$ cat src/rtl/prescaled_counter_bank_if.sv
// Control/status bundle for prescaled_counter_bank: host drives control, block drives the timebase outputs.
interface prescaled_counter_bank_if #(
  parameter int COUNTER_WIDTH  = 22,
  parameter int PRESCALE_WIDTH = 16,
  parameter int NUM_CH         = 2,
  parameter int SEL_WIDTH      = 1
) ();
  logic                            en;
  logic [PRESCALE_WIDTH-1:0]       prescale_limit;
  logic [COUNTER_WIDTH-1:0]        top_value;
  logic [2*NUM_CH-1:0]             mode;
  logic                            load;
  logic [SEL_WIDTH-1:0]            ch_sel;
  logic [COUNTER_WIDTH-1:0]        load_value;
  logic                            tick_o;
  logic [NUM_CH*COUNTER_WIDTH-1:0] count_o;
  logic [NUM_CH-1:0]               tc_o;

  modport master (
    output en, prescale_limit, top_value, mode, load, ch_sel, load_value,
    input  tick_o, count_o, tc_o
  );

  modport slave (
    input  en, prescale_limit, top_value, mode, load, ch_sel, load_value,
    output tick_o, count_o, tc_o
  );
endinterface

$ cat src/rtl/prescaled_counter_bank.sv
// Shared programmable prescaler feeding NUM_CH counters, each in hold/up/down/one-shot mode
// with a registered one-cycle terminal-count pulse.
module prescaled_counter_bank #(
  parameter int COUNTER_WIDTH  = 22,
  parameter int PRESCALE_WIDTH = 16,
  parameter int NUM_CH         = 2,
  parameter int SEL_WIDTH      = 1
) (
  input  logic clk,
  input  logic rst_n,
  prescaled_counter_bank_if.slave bus
);
  localparam int CW = COUNTER_WIDTH;

  localparam logic [1:0] MODE_HOLD    = 2'b00;
  localparam logic [1:0] MODE_UP      = 2'b01;
  localparam logic [1:0] MODE_DOWN    = 2'b10;
  localparam logic [1:0] MODE_ONESHOT = 2'b11;

  logic [PRESCALE_WIDTH-1:0] prescale_q;
  logic [PRESCALE_WIDTH-1:0] prescale_d;
  logic                      tick;

  // >= rather than == so lowering the limit below the running count ticks at once.
  assign tick       = bus.en && (prescale_q >= bus.prescale_limit);
  assign bus.tick_o = tick;

  always_comb begin
    prescale_d = prescale_q;
    if (tick) begin
      prescale_d = '0;
    end else if (bus.en) begin
      prescale_d = prescale_q + 1'b1;
    end
  end

  always_ff @(posedge clk or negedge rst_n) begin
    if (!rst_n) begin
      prescale_q <= '0;
    end else begin
      prescale_q <= prescale_d;
    end
  end

  for (genvar gi = 0; gi < NUM_CH; gi++) begin : g_ch
    logic [CW-1:0] count_q;
    logic [CW-1:0] count_d;
    logic          tc_q;
    logic          tc_d;
    logic          load_hit;
    logic [1:0]    ch_mode;

    // Out-of-range ch_sel values match no channel, so the load is dropped.
    assign load_hit = bus.load && (32'(bus.ch_sel) == gi);
    assign ch_mode  = bus.mode[2*gi +: 2];

    always_comb begin
      count_d = count_q;
      tc_d    = 1'b0;
      if (load_hit) begin
        count_d = bus.load_value;
      end else if (tick) begin
        case (ch_mode)
          MODE_HOLD: count_d = count_q;
          MODE_UP: begin
            if (count_q >= bus.top_value) begin
              count_d = '0;
              tc_d    = 1'b1;
            end else begin
              count_d = count_q + 1'b1;
            end
          end
          MODE_DOWN: begin
            if (count_q == '0) begin
              count_d = bus.top_value;
              tc_d    = 1'b1;
            end else begin
              count_d = count_q - 1'b1;
            end
          end
          MODE_ONESHOT: begin
            if (count_q == CW'(1)) begin
              count_d = '0;
              tc_d    = 1'b1;
            end else if (count_q != '0) begin
              count_d = count_q - 1'b1;
            end
          end
          default: count_d = count_q;
        endcase
      end
    end

    always_ff @(posedge clk or negedge rst_n) begin
      if (!rst_n) begin
        count_q <= '0;
        tc_q    <= 1'b0;
      end else begin
        count_q <= count_d;
        tc_q    <= tc_d;
      end
    end

    assign bus.count_o[gi*CW +: CW] = count_q;
    assign bus.tc_o[gi]             = tc_q;
  end
endmodule

$ cat src/flat_wrapper.sv
// flat-port wrapper written by rule: the top's interface ports become plain ports
module prescaled_counter_bank_flat 
#(
  parameter int COUNTER_WIDTH  = 22,
  parameter int PRESCALE_WIDTH = 16,
  parameter int NUM_CH         = 2,
  parameter int SEL_WIDTH      = 1
)
  (clk, rst_n, bus_en, bus_prescale_limit, bus_top_value, bus_mode, bus_load, bus_ch_sel, bus_load_value, bus_tick_o, bus_count_o, bus_tc_o);
  prescaled_counter_bank_if #(.COUNTER_WIDTH(COUNTER_WIDTH), .PRESCALE_WIDTH(PRESCALE_WIDTH), .NUM_CH(NUM_CH), .SEL_WIDTH(SEL_WIDTH)) bus_i ();
  input  logic clk;
  input  logic rst_n;
  input wire logic [$bits(bus_i.en)-1:0] bus_en;
  input wire logic [$bits(bus_i.prescale_limit)-1:0] bus_prescale_limit;
  input wire logic [$bits(bus_i.top_value)-1:0] bus_top_value;
  input wire logic [$bits(bus_i.mode)-1:0] bus_mode;
  input wire logic [$bits(bus_i.load)-1:0] bus_load;
  input wire logic [$bits(bus_i.ch_sel)-1:0] bus_ch_sel;
  input wire logic [$bits(bus_i.load_value)-1:0] bus_load_value;
  output wire logic [$bits(bus_i.tick_o)-1:0] bus_tick_o;
  output wire logic [$bits(bus_i.count_o)-1:0] bus_count_o;
  output wire logic [$bits(bus_i.tc_o)-1:0] bus_tc_o;
  assign bus_i.en = bus_en;
  assign bus_i.prescale_limit = bus_prescale_limit;
  assign bus_i.top_value = bus_top_value;
  assign bus_i.mode = bus_mode;
  assign bus_i.load = bus_load;
  assign bus_i.ch_sel = bus_ch_sel;
  assign bus_i.load_value = bus_load_value;
  assign bus_tick_o = bus_i.tick_o;
  assign bus_count_o = bus_i.count_o;
  assign bus_tc_o = bus_i.tc_o;
  prescaled_counter_bank #(.COUNTER_WIDTH(COUNTER_WIDTH), .PRESCALE_WIDTH(PRESCALE_WIDTH), .NUM_CH(NUM_CH), .SEL_WIDTH(SEL_WIDTH)) u_core (.clk(clk), .rst_n(rst_n), .bus(bus_i));
endmodule
$ cat config.mk
export PLATFORM = sky130hd
export DESIGN_NAME = prescaled_counter_bank_flat
export DESIGN_NICKNAME = d
export VERILOG_FILES = /design/src/rtl/prescaled_counter_bank_if.sv /design/src/rtl/prescaled_counter_bank.sv /design/src/flat_wrapper.sv
export SDC_FILE = /design/constraint.sdc
export NUM_CORES = 1
export LEC_CHECK = 0
export ABC_AREA = 1
export CORE_MARGIN = 8
export CORE_UTILIZATION = 40
export CTS_CLUSTER_SIZE = 24
export DETAILED_ROUTE_END_ITERATION = 8
export PLACE_DENSITY = 0.68
export SYNTH_ARGS = -nofsm -noshare
export SYNTH_HDL_FRONTEND = slang
export SYNTH_SLANG_ARGS = --single-unit
$ cat constraint.sdc
create_clock -name clk -period 5.5 [get_ports clk]
set_input_delay 1.375 -clock clk [delete_from_list [all_inputs] [get_ports clk]]
set_output_delay 1.375 -clock clk [all_outputs]
set_load 0.01 [all_outputs]
==> results of run 1 <==
==> cell type report <==
type / count / share of cell area
clock buffer: 10 / 0.0239
clock inverter: 6 / 0.00614
inverter: 174 / 0.0656
multi-input combinational: 1135 / 0.594
sequential: 62 / 0.155
tap: 275 / 0.0344
timing repair buffer: 123 / 0.121
==> stage by stage <==
| step | instances | power (mW) | cell area [sq um] | utilization |
|---|---|---|---|---|
| after detailed placement | 1769 | 2.17 | 9690 | 0.464 |
| after CTS | 1785 | 2.80 | 9990 | 0.478 |
| after global placement | 1769 | 2.15 | 9690 | 0.464 |
| final | 1785 | 2.82 | 9990 | 0.478 |
| after global routing | 1785 | 3.01 | 9990 | 0.478 |
| after floorplan | 1432 | 1.66 | 8460 | - |
==> worst max-delay path, cell delays in order <==
cell	delay, ns
clkdlybuf4s50_1	0.45
inv_1	0.04
ha_1	0.29
nand2_1	0.09
nor3_1	0.31
nand3_1	0.11
nand3_1	0.22
nand2_1	0.20
inv_1	0.12
clkdlybuf4s50_1	0.55
==> cells in the final DEF (no fill, tap or decap), types with 2 or more instances in the layout <==
cell	instances
nor3b_1	2
nor4_1	4
a31oi_1	2
nand3_1	171
xor2_1	47
o21bai_1	2
dfrtp_1	62
nor2_1	198
o21a_1	2
buf_4	8
xnor2_1	14
clkdlybuf4s50_1	114
nand4_1	31
a21o_1	4
o21ai_0	39
clkbuf_16	9
a21oi_1	45
nor2_2	8
nor2_4	10
inv_1	171
nand3b_1	21
ha_1	69
nand2_2	10
clkinv_2	3
o211ai_1	2
nor3_1	13
nand2_1	428
nand2_4	2
nand3_2	3
==> synth_stat cells, types with 4 or more instances <==
cell        n
dfrtp_1    62
a21oi_1    45
clkbuf_1   19
nand2_2    10
ha_1       69
xnor2_1    14
buf_6       6
nor2_2      8
nand2_1   428
nand3_1   171
nor2_1    198
buf_2      30
o21ai_0    39
a21o_1      4
inv_1     171
nor2_4     10
nand3b_1   21
nor4_1      4
xor2_1     47
nand4_1    31
nor3_1     13
==> power groups by stage <==
stage	combinational [mW]	clock, mW	sequential [mW]
5_1_grt	1.52	0.642	0.853
6_report	1.35	0.623	0.844
4_1_cts	1.34	0.623	0.834
3_5_place_dp	1.33	0	0.841
3_3_place_gp	1.31	0	0.843
2_1_floorplan	0.977	0	0.681
==> path summary, 6_finish.rpt <==
path | startpoint | to | slack, ns | cells after the start
min in group asynchronous | rst_n | u_core.g_ch[0].count_q[12] | 1.00 | 1
max in group asynchronous | rst_n | u_core.g_ch[1].count_q[0] | 3.47 | 2
setup / recovery | bus_prescale_limit[15] | bus_tick_o | 0.37 | 10
hold / removal | u_core.prescale_q[10] | u_core.prescale_q[10] | 0.54 | 1
hold reg to reg | u_core.prescale_q[10] | u_core.prescale_q[10] | 0.54 | 1
setup reg to reg | u_core.g_ch[1].count_q[0] | u_core.g_ch[1].count_q[7] | 2.41 | 13
==> flip-flops by register name (all words and copies together) (netlist names) <==
register and flops:
u_core.g_ch.count_q 44, u_core.prescale_q 16, u_core.g_ch.tc_q 2
==> per-layer routing <==
layer,up-vias,routed length (um),track usage
li1,4701,-,-
met4,0,1050,0.0964
met5,-,0,0
met2,452,14200,0.386
met3,68,3140,0.0484
met1,4366,14800,0.340
==> kinds of logic (layout without fill, tap and decap cells) <==
group                    Yosys count  in the layout  synth area share
AO/OA/AOI/OAI                     99             99            0.0623
AND/OR/NAND/NOR                  906            906             0.474
XOR/XNOR                          61             61            0.0631
adder cells (fa/ha/maj)           69             69             0.102
flip-flops                        62             62             0.183
buffers and inverters            235            313             0.116
==> results.ini, run 1 <==
[cts]
cts_tree = yes
cts_buffer_depth = 2
htree_num_levels = 3
clkTransAtPathRegs_ns = 0.06
clock_latency_ns = 0.36
ctsRootBufferMaster = clkbuf_16
cts_buffers = 9
cts_num_sinks = 62
ctsHoldBuffers = 0
cts_setup_buffers = 0
cts-resized-gates = 0

[route]
vias = 9587
ant_nets = 0
drt_iter0_markers = 1027
route.detailed.drc = 0
drtPass1Iterations = 5
routed_wl_um = 33200
post_drt_wl_per_cell_um = 18.6
vias_per_cell = 5.37

[placed_design]
numPortBuffers = 115
dp_slack_ns = 0.329
gp_congestion = 0.957
dp_hpwl_um = 25800

[pwr]
p_per_area_nw_per_um2 = 282
swShare = 0.482
p_int_mw = 1.46
peakVddDrop_mv = 0.153
cellLeakagePower_nw = 4.97
clock_power_share = 0.221
pwr-share-seq = 0.299
combPwrFrac = 0.480
switchingPower_mw = 1.36

[final_layout]
regArea_sq_um = 1550
final_net_count = 1643
areaGrowthSynthToFinish_pct = 18.1
diodes = 0
multiInputGateArea_sq_um = 5930
drive_above_1_share = 0.0424
fill_cells = 2214

[die]
rows = 53
ioPinCount = 116
core-area_sq_um = 20900
initial_utilization = 0.405
die_w_um = 161
dieArea_sq_um = 26100
die_h_um = 161

[synth]
synth-seq-area-share = 0.183
synth_cell_types = 41
netlist_instances = 1432
syn_nets = 1570
async_flop_share = 1.00
ys_ff_latch = 62
synthTopCellsByArea = nand2_1, dfrtp_1, ha_1
synth_top_area_frac = 0.190
yosys_warnings = 0
synth-main-ff-cell = dfrtp_1
post-synth-top-area-cell = nand2_1
synth_edf_count = 0
syn_area_sq_um = 8460
syn_area_per_cell_sq_um = 5.91

[timing]
maxSlewViolCount = 0
worst_slew_pin_slew_ns = 1.11
clock.fmax_ghz = 0.195
fin_crit_sh = 0.932
fin_skew_ns = 0.0235
worst_hold_slack_ns = 0.544
setup_viol = 0
layout_setup_ws_ns = 0.372
finalSetupTns_ns = 0
period_minus_slack_ns = 5.13
hold_viol_final = 0
slew_headroom = 0.259
rsz0062_at_grt = false

[global_route]
first_global_vias = 9235
grt_pass1_wl_um = 51200
grt_start_max_net_pins = 42
grt_usage = 0.251
gr-total-overflow = 0
antenna_found_initial = 0

[worst_setup_path]
cp_max_fo = 7
crit_arrival_ns = 3.75
critPathLaunchType = primary input
endpoint_kind = primary output
cp.required_ns = 4.12
worstSetupPathType = primary input to primary output

[flow_run]
cap_violations = 0

[worst_hold_path]
hold_path.class = register to register

[status]
status = completed

(Power assumes the default switching activity.)
==> run 2: changes to the inputs <==
Settings changed: RECOVER_POWER from default to 50.
==> run 2 against run 1 <==
Net effect:
- the run now ends with max-capacitance violations, max-slew violations left
- sequential share of layout area about the same
- total power down 0.58%
- design area about the same
- worst hold slack about the same
- via count down 0.10%
- routed wire length about the same
- register-to-register slack better by 0.05 ns
- count of clock-buffer cells in the layout unchanged
- largest cell class unchanged
- largest power group unchanged
==> results.ini, run 2 (synthesized netlist as in run 1, its figures left out) <==
[timing]
clock.fmax_ghz = 0.195  ; about the same
layout_setup_ws_ns = 0.371  ; was 0.372 ns
maxSlewViolCount = 42  ; was 0
rsz0062_at_grt = false  ; unchanged
fin_skew_ns = 0.0235  ; about the same
slew_headroom = -0.600  ; was 0.259
fin_crit_sh = 0.932  ; about the same
worst_slew_pin_slew_ns = 2.40  ; was 1.11 ns
finalSetupTns_ns = 0  ; unchanged
period_minus_slack_ns = 5.13  ; about the same
setup_viol = 0  ; unchanged
hold_viol_final = 0  ; unchanged

[pwr]
power_mw = 2.81  ; was 2.82 mW
p_per_area_nw_per_um2 = 281  ; was 282 nW/um^2
cellLeakagePower_nw = 5.00  ; was 4.97 nW
peakVddDrop_mv = 0.153  ; about the same

[worst_setup_path]
critPathLaunchType = primary input  ; unchanged
endpoint_kind = primary output  ; unchanged
crit_arrival_ns = 3.75  ; about the same
cp_max_fo = 7  ; unchanged
worstSetupPathType = primary input to primary output  ; unchanged
regToRegSetupSlack_ns = 2.46  ; was 2.41 ns
path_buf_inv = 4  ; unchanged
worstPathCellList = clkdlybuf4s50_1 > inv_1 > ha_1 > nand2_1 > nor3_1 > nand3_1 > nand3_1 > nand2_1 > inv_1 > clkdlybuf4s50_1  ; unchanged
cp_top_family = buffers and inverters  ; unchanged
cp.required_ns = 4.12  ; about the same
cp_slowest_cell = clkdlybuf4s50_1  ; unchanged
max_stage_delay_ns = 0.55  ; about the same

[global_route]
grt_start_max_net_pins = 42  ; unchanged
first_global_vias = 9235  ; unchanged
gr-total-overflow = 0  ; unchanged
grt_pass1_wl_um = 51200  ; unchanged
grt_usage = 0.251  ; unchanged
antenna_found_initial = 0  ; unchanged

[placed_design]
gp_congestion = 0.957  ; unchanged
dp_hpwl_um = 25800  ; unchanged
numPortBuffers = 115  ; unchanged
dpl-instance-area_sq_um = 9690  ; unchanged
dp_slack_ns = 0.329  ; unchanged

[die]
initial_utilization = 0.405  ; unchanged
core-area_sq_um = 20900  ; unchanged
die_w_um = 161  ; unchanged
ioPinCount = 116  ; unchanged
dieArea_sq_um = 26100  ; unchanged
rows = 53  ; unchanged
die_h_um = 161  ; unchanged

[cts]
cts_setup_buffers = 0  ; unchanged
ctsRootBufferMaster = clkbuf_16  ; unchanged
cts-resized-gates = 0  ; unchanged
cts_tree = yes  ; unchanged
cts_num_sinks = 62  ; unchanged
cts_buffer_depth = 2  ; unchanged
cts_buffers = 9  ; unchanged
clkTransAtPathRegs_ns = 0.06  ; about the same
clock_latency_ns = 0.36  ; about the same
ctsHoldBuffers = 0  ; unchanged
htree_num_levels = 3  ; unchanged

[route]
ant_nets = 0  ; unchanged
route.detailed.drc = 0  ; unchanged
drtPass1Iterations = 7  ; was 5
post_drt_wl_per_cell_um = 18.6  ; about the same
vias = 9577  ; was 9,587
vias_per_cell = 5.37  ; about the same
routed_wl_um = 33200  ; about the same
drt_iter0_markers = 1000  ; was 1,027

[final_layout]
final_common_cell = nand2_1  ; unchanged
fin_area_sq_um = 9980  ; was 9990 sq um
diodes = 0  ; unchanged
fill_cells = 2215  ; was 2,214
largest_register_ffs = 44  ; unchanged
drive_above_1_share = 0.0411  ; was 0.0424
top_regs = u_core.g_ch.count_q: 44 flops, u_core.prescale_q: 16 flops, u_core.g_ch.tc_q: 2 flops  ; unchanged
final_net_count = 1643  ; unchanged
top_register = u_core.g_ch.count_q  ; unchanged
areaGrowthSynthToFinish_pct = 18.0  ; was 18.1%
most-common-layout-cells = nand2_1, nor2_1, inv_1, nand3_1, clkdlybuf4s50_1  ; unchanged
post-route-util = 0.478  ; about the same

[status]
violations = max-capacitance violations, max-slew violations
status = finished, violations left  ; was completed

[flow_run]
cap_violations = 1  ; was 0

[worst_hold_path]
hold_path.class = register to register  ; unchanged

run 2: cell count changes in the layout (fill, tap and decap cells not counted):
cell,delta
dlygate4sd3_1,+23
buf_4,-1
clkdlybuf4s50_1,-23
clkbuf_1,+2
buf_2,-1
run 2: final cells by class:
type	count	area, sq um	share of cell area
clock buffers	10	239	0.0239
multi-input cells	1135	5930	0.594
inverters	174	656	0.0657
flip-flops and latches	62	1550	0.155
well taps	275	344	0.0345
clock inverters	6	61.3	0.00614
repair buffers	123	1200	0.120
run 2: metal layers:
layer / wire, um / global-route usage / up-vias
met4: 1070 / 0.0964 / 0
li1: - / - / 4702
met2: 14200 / 0.386 / 432
met3: 2720 / 0.0484 / 73
met5: 0 / 0 / -
met1: 15200 / 0.340 / 4370
run 2: per-stage QoR:
step | cells | hold WS [ns]
6_report | 1785 | 0.544
5_1_grt | 1785 | 0.583
4_1_cts | 1785 | 0.545
3_5_place_dp | 1769 | 0.537
3_3_place_gp | 1769 | 0.525
2_1_floorplan | 1432 | 0.480
run 2: worst register-to-register path: stages (launching register included):
cell      delay [ns]
dfrtp_1         0.60
inv_1           0.31
ha_1            0.36
nand2_1         0.08
nor2_1          0.04
nand3_1         0.07
nand3b_1        0.10
nand2_1         0.05
nor2_1          0.64
buf_4           0.34
nand3b_1        0.10
nand2_1         0.14
nand3_1         0.08
nand2_1         0.07
run 2: worst paths after layout:
check | from | end | depth (start not counted)
max in group asynchronous | rst_n | u_core.g_ch[1].count_q[0] | 2
setup reg to reg | u_core.g_ch[1].count_q[0] | u_core.g_ch[1].count_q[7] | 13
hold / removal | u_core.prescale_q[10] | u_core.prescale_q[10] | 1
hold reg to reg | u_core.prescale_q[10] | u_core.prescale_q[10] | 1
setup / recovery | bus_prescale_limit[15] | bus_tick_o | 10
min in group asynchronous | rst_n | u_core.g_ch[0].count_q[12] | 1
run 2: power breakdown:
group	total [mW]	internal [mW]	switching, mW
sequential	0.842	0.545	0.298
clock	0.620	0.362	0.258
combinational	1.34	0.544	0.799
==> run 3: changes to the inputs <==
Settings changed: CORE_UTILIZATION 40 to 38, PLACE_DENSITY 0.68 to 0.66.
==> run 3 against run 2 <==
Net effect:
- the flow still finishes with violations (max-capacitance violations, max-slew violations)
- sequential power barely moved
- total power rose by 0.93%
- worst hold slack improved by 0.0034 ns
- register-to-register slack improved by 0.14 ns
- via count rose by 1.1%
- setup slack got worse by 0.016 ns
- global-route usage fell by 1.0 points
- clock skew fell by 0.017 ns
- routed wire length fell by 2.5%
- fmax fell by 0.32%
- highest routed layer unchanged
==> results.ini, run 3 (synthesized netlist as in run 1, its figures left out) <==
[timing]
rsz0062_at_grt = false  ; unchanged
worst_slew_pin_slew_ns = 2.91  ; was 2.40 ns
fin_crit_sh = 0.935  ; was 0.932
hold_viol_final = 0  ; unchanged
clock.fmax_ghz = 0.194  ; was 0.195 GHz
maxSlewViolCount = 51  ; was 42
finalSetupTns_ns = 0  ; unchanged
period_minus_slack_ns = 5.15  ; was 5.13 ns
setup_viol = 0  ; unchanged
layout_setup_ws_ns = 0.355  ; was 0.371 ns
fin_skew_ns = 0.00640  ; was 0.0235 ns
slew_headroom = -0.941  ; was -0.600

[cts]
cts_buffer_depth = 2  ; unchanged
ctsRootBufferMaster = clkbuf_16  ; unchanged
cts-resized-gates = 0  ; unchanged
cts_buffers = 9  ; unchanged
cts_num_sinks = 62  ; unchanged
cts_setup_buffers = 0  ; unchanged
clock_latency_ns = 0.35  ; was 0.36 ns
cts_tree = yes  ; unchanged
clkTransAtPathRegs_ns = 0.06  ; about the same
htree_num_levels = 3  ; unchanged
ctsHoldBuffers = 0  ; unchanged

[worst_setup_path]
cp_slowest_cell = clkdlybuf4s50_1  ; unchanged
crit_end = bus_tick_o  ; unchanged
regToRegEndpoint = u_core.g_ch[1].count_q[21]  ; was u_core.g_ch[1].count_q[7]
endpoint_kind = primary output  ; unchanged
cp.required_ns = 4.12  ; about the same
reg2reg_from = u_core.g_ch[1].count_q[0]  ; unchanged
worstPathCellList = clkdlybuf4s50_1 > inv_1 > ha_1 > nand2_1 > nor3_1 > nand3_1 > nand3_1 > nand2_1 > inv_1 > clkdlybuf4s50_1  ; unchanged
crit_arrival_ns = 3.77  ; was 3.75 ns
critPathLaunchType = primary input  ; unchanged
max_stage_delay_ns = 0.55  ; about the same
worstSetupPathType = primary input to primary output  ; unchanged
cp_max_fo = 7  ; unchanged
startpoint = bus_prescale_limit[15]  ; unchanged
regToRegSetupSlack_ns = 2.60  ; was 2.46 ns
reg2reg_depth = 10  ; was 13

[placed_design]
dpl-instance-area_sq_um = 9690  ; about the same
dp_hpwl_um = 25600  ; was 25,800 um
gp_congestion = 0.975  ; was 0.957
dp_slack_ns = 0.371  ; was 0.329 ns
numPortBuffers = 115  ; unchanged

[final_layout]
final_net_count = 1643  ; unchanged
largest_register_ffs = 44  ; unchanged
drive_above_1_share = 0.0411  ; unchanged
top_regs = u_core.g_ch.count_q: 44 flops, u_core.prescale_q: 16 flops, u_core.g_ch.tc_q: 2 flops  ; unchanged
fin_area_sq_um = 10000  ; was 9980 sq um
areaGrowthSynthToFinish_pct = 18.5  ; was 18.0%
most-common-layout-cells = nand2_1, nor2_1, inv_1, nand3_1, clkdlybuf4s50_1  ; unchanged
top_register = u_core.g_ch.count_q  ; unchanged
diodes = 0  ; unchanged
final_common_cell = nand2_1  ; unchanged

[die]
die_w_um = 165  ; was 161 um
die_h_um = 165  ; was 161 um
initial_utilization = 0.388  ; was 0.405
rows = 54  ; was 53
dieArea_sq_um = 27300  ; was 26,100 sq um
core-area_sq_um = 21800  ; was 20,900 sq um
ioPinCount = 116  ; unchanged

[global_route]
grt_usage = 0.241  ; was 0.251
first_global_vias = 9301  ; was 9,235
gr-total-overflow = 0  ; unchanged
grt_pass1_wl_um = 51400  ; was 51,200 um
grt_start_max_net_pins = 51  ; was 42
antenna_found_initial = 0  ; unchanged

[pwr]
cellLeakagePower_nw = 5.02  ; was 5.00 nW
power_mw = 2.83  ; was 2.81 mW
p_per_area_nw_per_um2 = 283  ; was 281 nW/um^2
peakVddDrop_mv = 0.199  ; was 0.153 mV

[flow_run]
cap_violations = 1  ; unchanged

[route]
drt_iter0_markers = 1072  ; was 1,000
ant_nets = 0  ; unchanged
post_drt_wl_per_cell_um = 18.1  ; was 18.6 um
vias = 9683  ; was 9,577
drtPass1Iterations = 7  ; unchanged
routed_wl_um = 32400  ; was 33,200 um
vias_per_cell = 5.41  ; was 5.37
route.detailed.drc = 0  ; unchanged

[status]
violations = max-capacitance violations, max-slew violations  ; unchanged
status = finished, violations left  ; unchanged

[worst_hold_path]
hold_path.class = register to register  ; unchanged

## run 3: per-layer routing
layer | vias to the layer above | routed length (um) | GRT usage | part of all wire
met5 | - | 0 | 0 | 0
met4 | 0 | 777 | 0.0713 | 0.024
met3 | 63 | 2660 | 0.0451 | 0.082
met2 | 426 | 14000 | 0.379 | 0.43
met1 | 4478 | 15000 | 0.328 | 0.46
li1 | 4716 | - | - | -
## run 3: metrics by stage
stage,cells,hold slack [ns],utilization
floorplan,1432,0.480,-
global placement,1774,0.535,0.444
detailed placement,1774,0.540,0.444
CTS,1790,0.548,0.459
global route,1790,0.571,0.459
finish,1790,0.547,0.459
## run 3: worst max-delay path: cells and delay by family
kind	cells	cell delay [ns]
fa+ha+maj	1	0.28
buf+inv	4	1.16
simple gates	5	0.94
## run 3: how the worst min path moves through the flow
| stage | startpoint | endpoint | slack, ns | depth (start not counted) |
|---|---|---|---|---|
| floorplan | u_core.prescale_q[10] | u_core.prescale_q[10] | 0.48 | 1 |
| global placement | u_core.prescale_q[1] | u_core.prescale_q[1] | 0.54 | 2 |
| detailed placement | u_core.prescale_q[10] | u_core.prescale_q[10] | 0.54 | 1 |
| CTS | u_core.prescale_q[10] | u_core.prescale_q[10] | 0.55 | 1 |
| global route | u_core.prescale_q[10] | u_core.prescale_q[10] | 0.57 | 1 |
| finish | u_core.prescale_q[10] | u_core.prescale_q[10] | 0.55 | 1 |
## run 3: power breakdown
| group | total (mW) | switching (mW) | internal (mW) | leakage (nW) |
|---|---|---|---|---|
| sequential | 0.841 | 0.297 | 0.545 | 0.780 |
| clock | 0.653 | 0.241 | 0.412 | 0.159 |
| combinational | 1.34 | 0.794 | 0.543 | 4.08 |
## run 3: final cells by class
class / instances / area, sq um
Fill cell: 2354 / 11800
Multi-Input combinational cell: 1135 / 5930
Sequential cell: 62 / 1550
Timing Repair Buffer: 123 / 1200
Inverter: 174 / 656
Tap cell: 280 / 350
Clock buffer: 10 / 239
Clock inverter: 6 / 93.8
==> RTL change (config.mk and constraints of run 2) <==
`COUNTER_WIDTH` is set to 22 in 3 places; all go to 11.
--- a/src/rtl/prescaled_counter_bank_if.sv
+++ b/src/rtl/prescaled_counter_bank_if.sv
@@ -1,6 +1,6 @@
 // Control/status bundle for prescaled_counter_bank: host drives control, block drives the timebase outputs.
 interface prescaled_counter_bank_if #(
-  parameter int COUNTER_WIDTH  = 22,
+  parameter int COUNTER_WIDTH  = 11,
   parameter int PRESCALE_WIDTH = 16,
   parameter int NUM_CH         = 2,
   parameter int SEL_WIDTH      = 1
--- a/src/rtl/prescaled_counter_bank.sv
+++ b/src/rtl/prescaled_counter_bank.sv
@@ -1,7 +1,7 @@
 // Shared programmable prescaler feeding NUM_CH counters, each in hold/up/down/one-shot mode
 // with a registered one-cycle terminal-count pulse.
 module prescaled_counter_bank #(
-  parameter int COUNTER_WIDTH  = 22,
+  parameter int COUNTER_WIDTH  = 11,
   parameter int PRESCALE_WIDTH = 16,
   parameter int NUM_CH         = 2,
   parameter int SEL_WIDTH      = 1
--- a/src/flat_wrapper.sv
+++ b/src/flat_wrapper.sv
@@ -1,7 +1,7 @@
 // flat-port wrapper written by rule: the top's interface ports become plain ports
 module prescaled_counter_bank_flat 
 #(
-  parameter int COUNTER_WIDTH  = 22,
+  parameter int COUNTER_WIDTH  = 11,
   parameter int PRESCALE_WIDTH = 16,
   parameter int NUM_CH         = 2,
   parameter int SEL_WIDTH      = 1
Interface: changed (resized bus_count_o, bus_load_value and bus_top_value); port bits go from 116 to 72. The function was not compared with the original's and may differ.
==> RTL change against run 2 <==
- the flow still finishes with violations (max-capacitance violations, max-slew violations)
- via count fell by 51%
- critical path type unchanged
- non-clock buffer count down 51
- largest cell class unchanged
- total power is 39% lower
- synthesized area fell by 46%
- largest power group unchanged
- maximum frequency up 2.5%
- design area is 44% lower
- register-to-register slack improved by 0.30 ns
- wire length decreased by 60%
- combinational power shrank 39%
- setup slack better by 0.13 ns
- clock power down 38%
- sequential cell count down 22
==> RTL change: results (changes against run 2) <==
[worst_setup_path]
cp.arrival_ns=3.63  ; -0.12 ns
critPathMaxFanout=9  ; +2
rr_endpoint=u_core.g_ch[1].count_q[6]
r2r-start=u_core.prescale_q[3]
r2r_slack_ns=2.76  ; +0.30 ns

[detailed_routing]
wl_per_cell_um=13.8  ; -26%
dr.first_iter.drc_count=314  ; -69%
vias=4689  ; -51%
first_pass_iters=6  ; -1

[global_route]
grt_max_degree=41  ; -2.4%
grt_pass1_wl_um=21700  ; -58%
grt_pass1_vias=4438  ; -52%

[hold_path]
min_path_cells=2  ; +1
min_to=u_core.prescale_q[15]

[finish]
largest_reg_flops=22  ; -50%
final_nets=911  ; -45%
nFillCells=1201  ; -46%
reg.largest.list=u_core.g_ch.count_q x22, u_core.prescale_q x16, u_core.g_ch.tc_q x2

[synthesis]
synth_cell_types=33  ; -20%
synth_nets=851  ; -46%
synth_area_leaders=dfrtp_1, nand2_1, ha_1, inv_1, nor2_1

[placed_design]
hpwl_um=10200  ; -60%
place_ws_ns=0.492  ; +0.163 ns
place_congestion=0.886  ; -7.5%

[sta]
whs_ns=0.558  ; +0.0145 ns
slew_headroom_pct=-52.7  ; +7.3 points
slew_viol_final=41  ; -2.4%
skew_ns=0.00793  ; -0.0156 ns

[flow_run]
drv_cap=1  ; unchanged

[cts]
clock_latency_ns=0.29  ; -0.07 ns
cts.htree.levels=2  ; -1

[outcome]
violations=max-capacitance violations, max-slew violations
outcome=finished, violations left

[pwr]
power.leakage_nw=3.01  ; -40%

-- RTL change: cell types whose count changed after synthesis, moves of 24 or more --
| cell | run 2 | this run |
|---|---|---|
| a21oi_1 | 45 | 16 |
| inv_1 | 171 | 109 |
| nand4_1 | 31 | 7 |
| nand2_1 | 428 | 242 |
| nand3_1 | 171 | 67 |
| nor2_1 | 198 | 104 |
-- RTL change: final cells by class --
class	instances	area (um2)	share of cell area [%]
multi-input cells	583	3040	54.8
flip-flops and latches	40	1000	18.0
repair buffers	72	712	12.8
inverters	115	432	7.78
well taps	143	179	3.22
clock buffers	5	125	2.25
clock inverters	2	60.1	1.08
-- RTL change: stage by stage --
stage	cell area (um2)	instances	util [%]	total power [mW]
after floorplan	4600	757	-	1.06
after global placement	5370	953	47.4	1.32
after detailed placement	5370	953	47.4	1.33
after CTS	5550	960	49.0	1.72
after global routing	5550	960	49.0	1.86
final	5550	960	49.0	1.71
-- RTL change: logic make-up (layout without fill, tap and decap cells) --
logic type,Yosys count,in the layout,share of synthesized area (%)
AO/OA/AOI/OAI,51,51,5.85
XOR/XNOR,28,28,5.33
adder cells (fa/ha/maj),47,47,12.8
buffers and inverters,134,194,12.1
flip-flops,40,40,21.8
AND/OR/NAND/NOR,457,457,42.2
-- RTL change: worst max path at each step --
stage                       endpoint                   from  slack (ns)  cells after the start
after floorplan           bus_tick_o  bus_prescale_limit[3]        1.72                     12
after global placement    bus_tick_o  bus_prescale_limit[3]        0.58                     14
after detailed placement  bus_tick_o  bus_prescale_limit[3]        0.49                     14
after CTS                 bus_tick_o  bus_prescale_limit[3]        0.48                     14
after global routing      bus_tick_o  bus_prescale_limit[3]        0.29                     14
final                     bus_tick_o  bus_prescale_limit[3]        0.50                     14
-- RTL change: report_power, final --
group	switching, mW	internal (mW)	total [mW]
logic	0.459	0.353	0.811
registers	0.152	0.358	0.511
clock network	0.125	0.258	0.383
total	0.737	0.968	1.71
-- RTL change: critical path, stage by stage --
cell and delay, ns:
clkdlybuf4s50_1 0.46, inv_1 0.04, ha_1 0.30, nand2_1 0.09
nor2_1 0.05, nor2_1 0.08, nand2_1 0.06, nand2_1 0.05
nand2_1 0.05, nand2_1 0.05, nand2_1 0.10, nand2_1 0.11
clkinv_1 0.25, clkdlybuf4s50_1 0.58
-- RTL change: layer usage --
layer  vias to the layer above  global-route usage (%)  wire, um
met5                         -                       0         0
met4                         0                    3.09       129
met2                       132                    29.6      5820
li1                       2471                       -         -
met1                      2075                    24.3      6520
met3                        11                    2.65       756
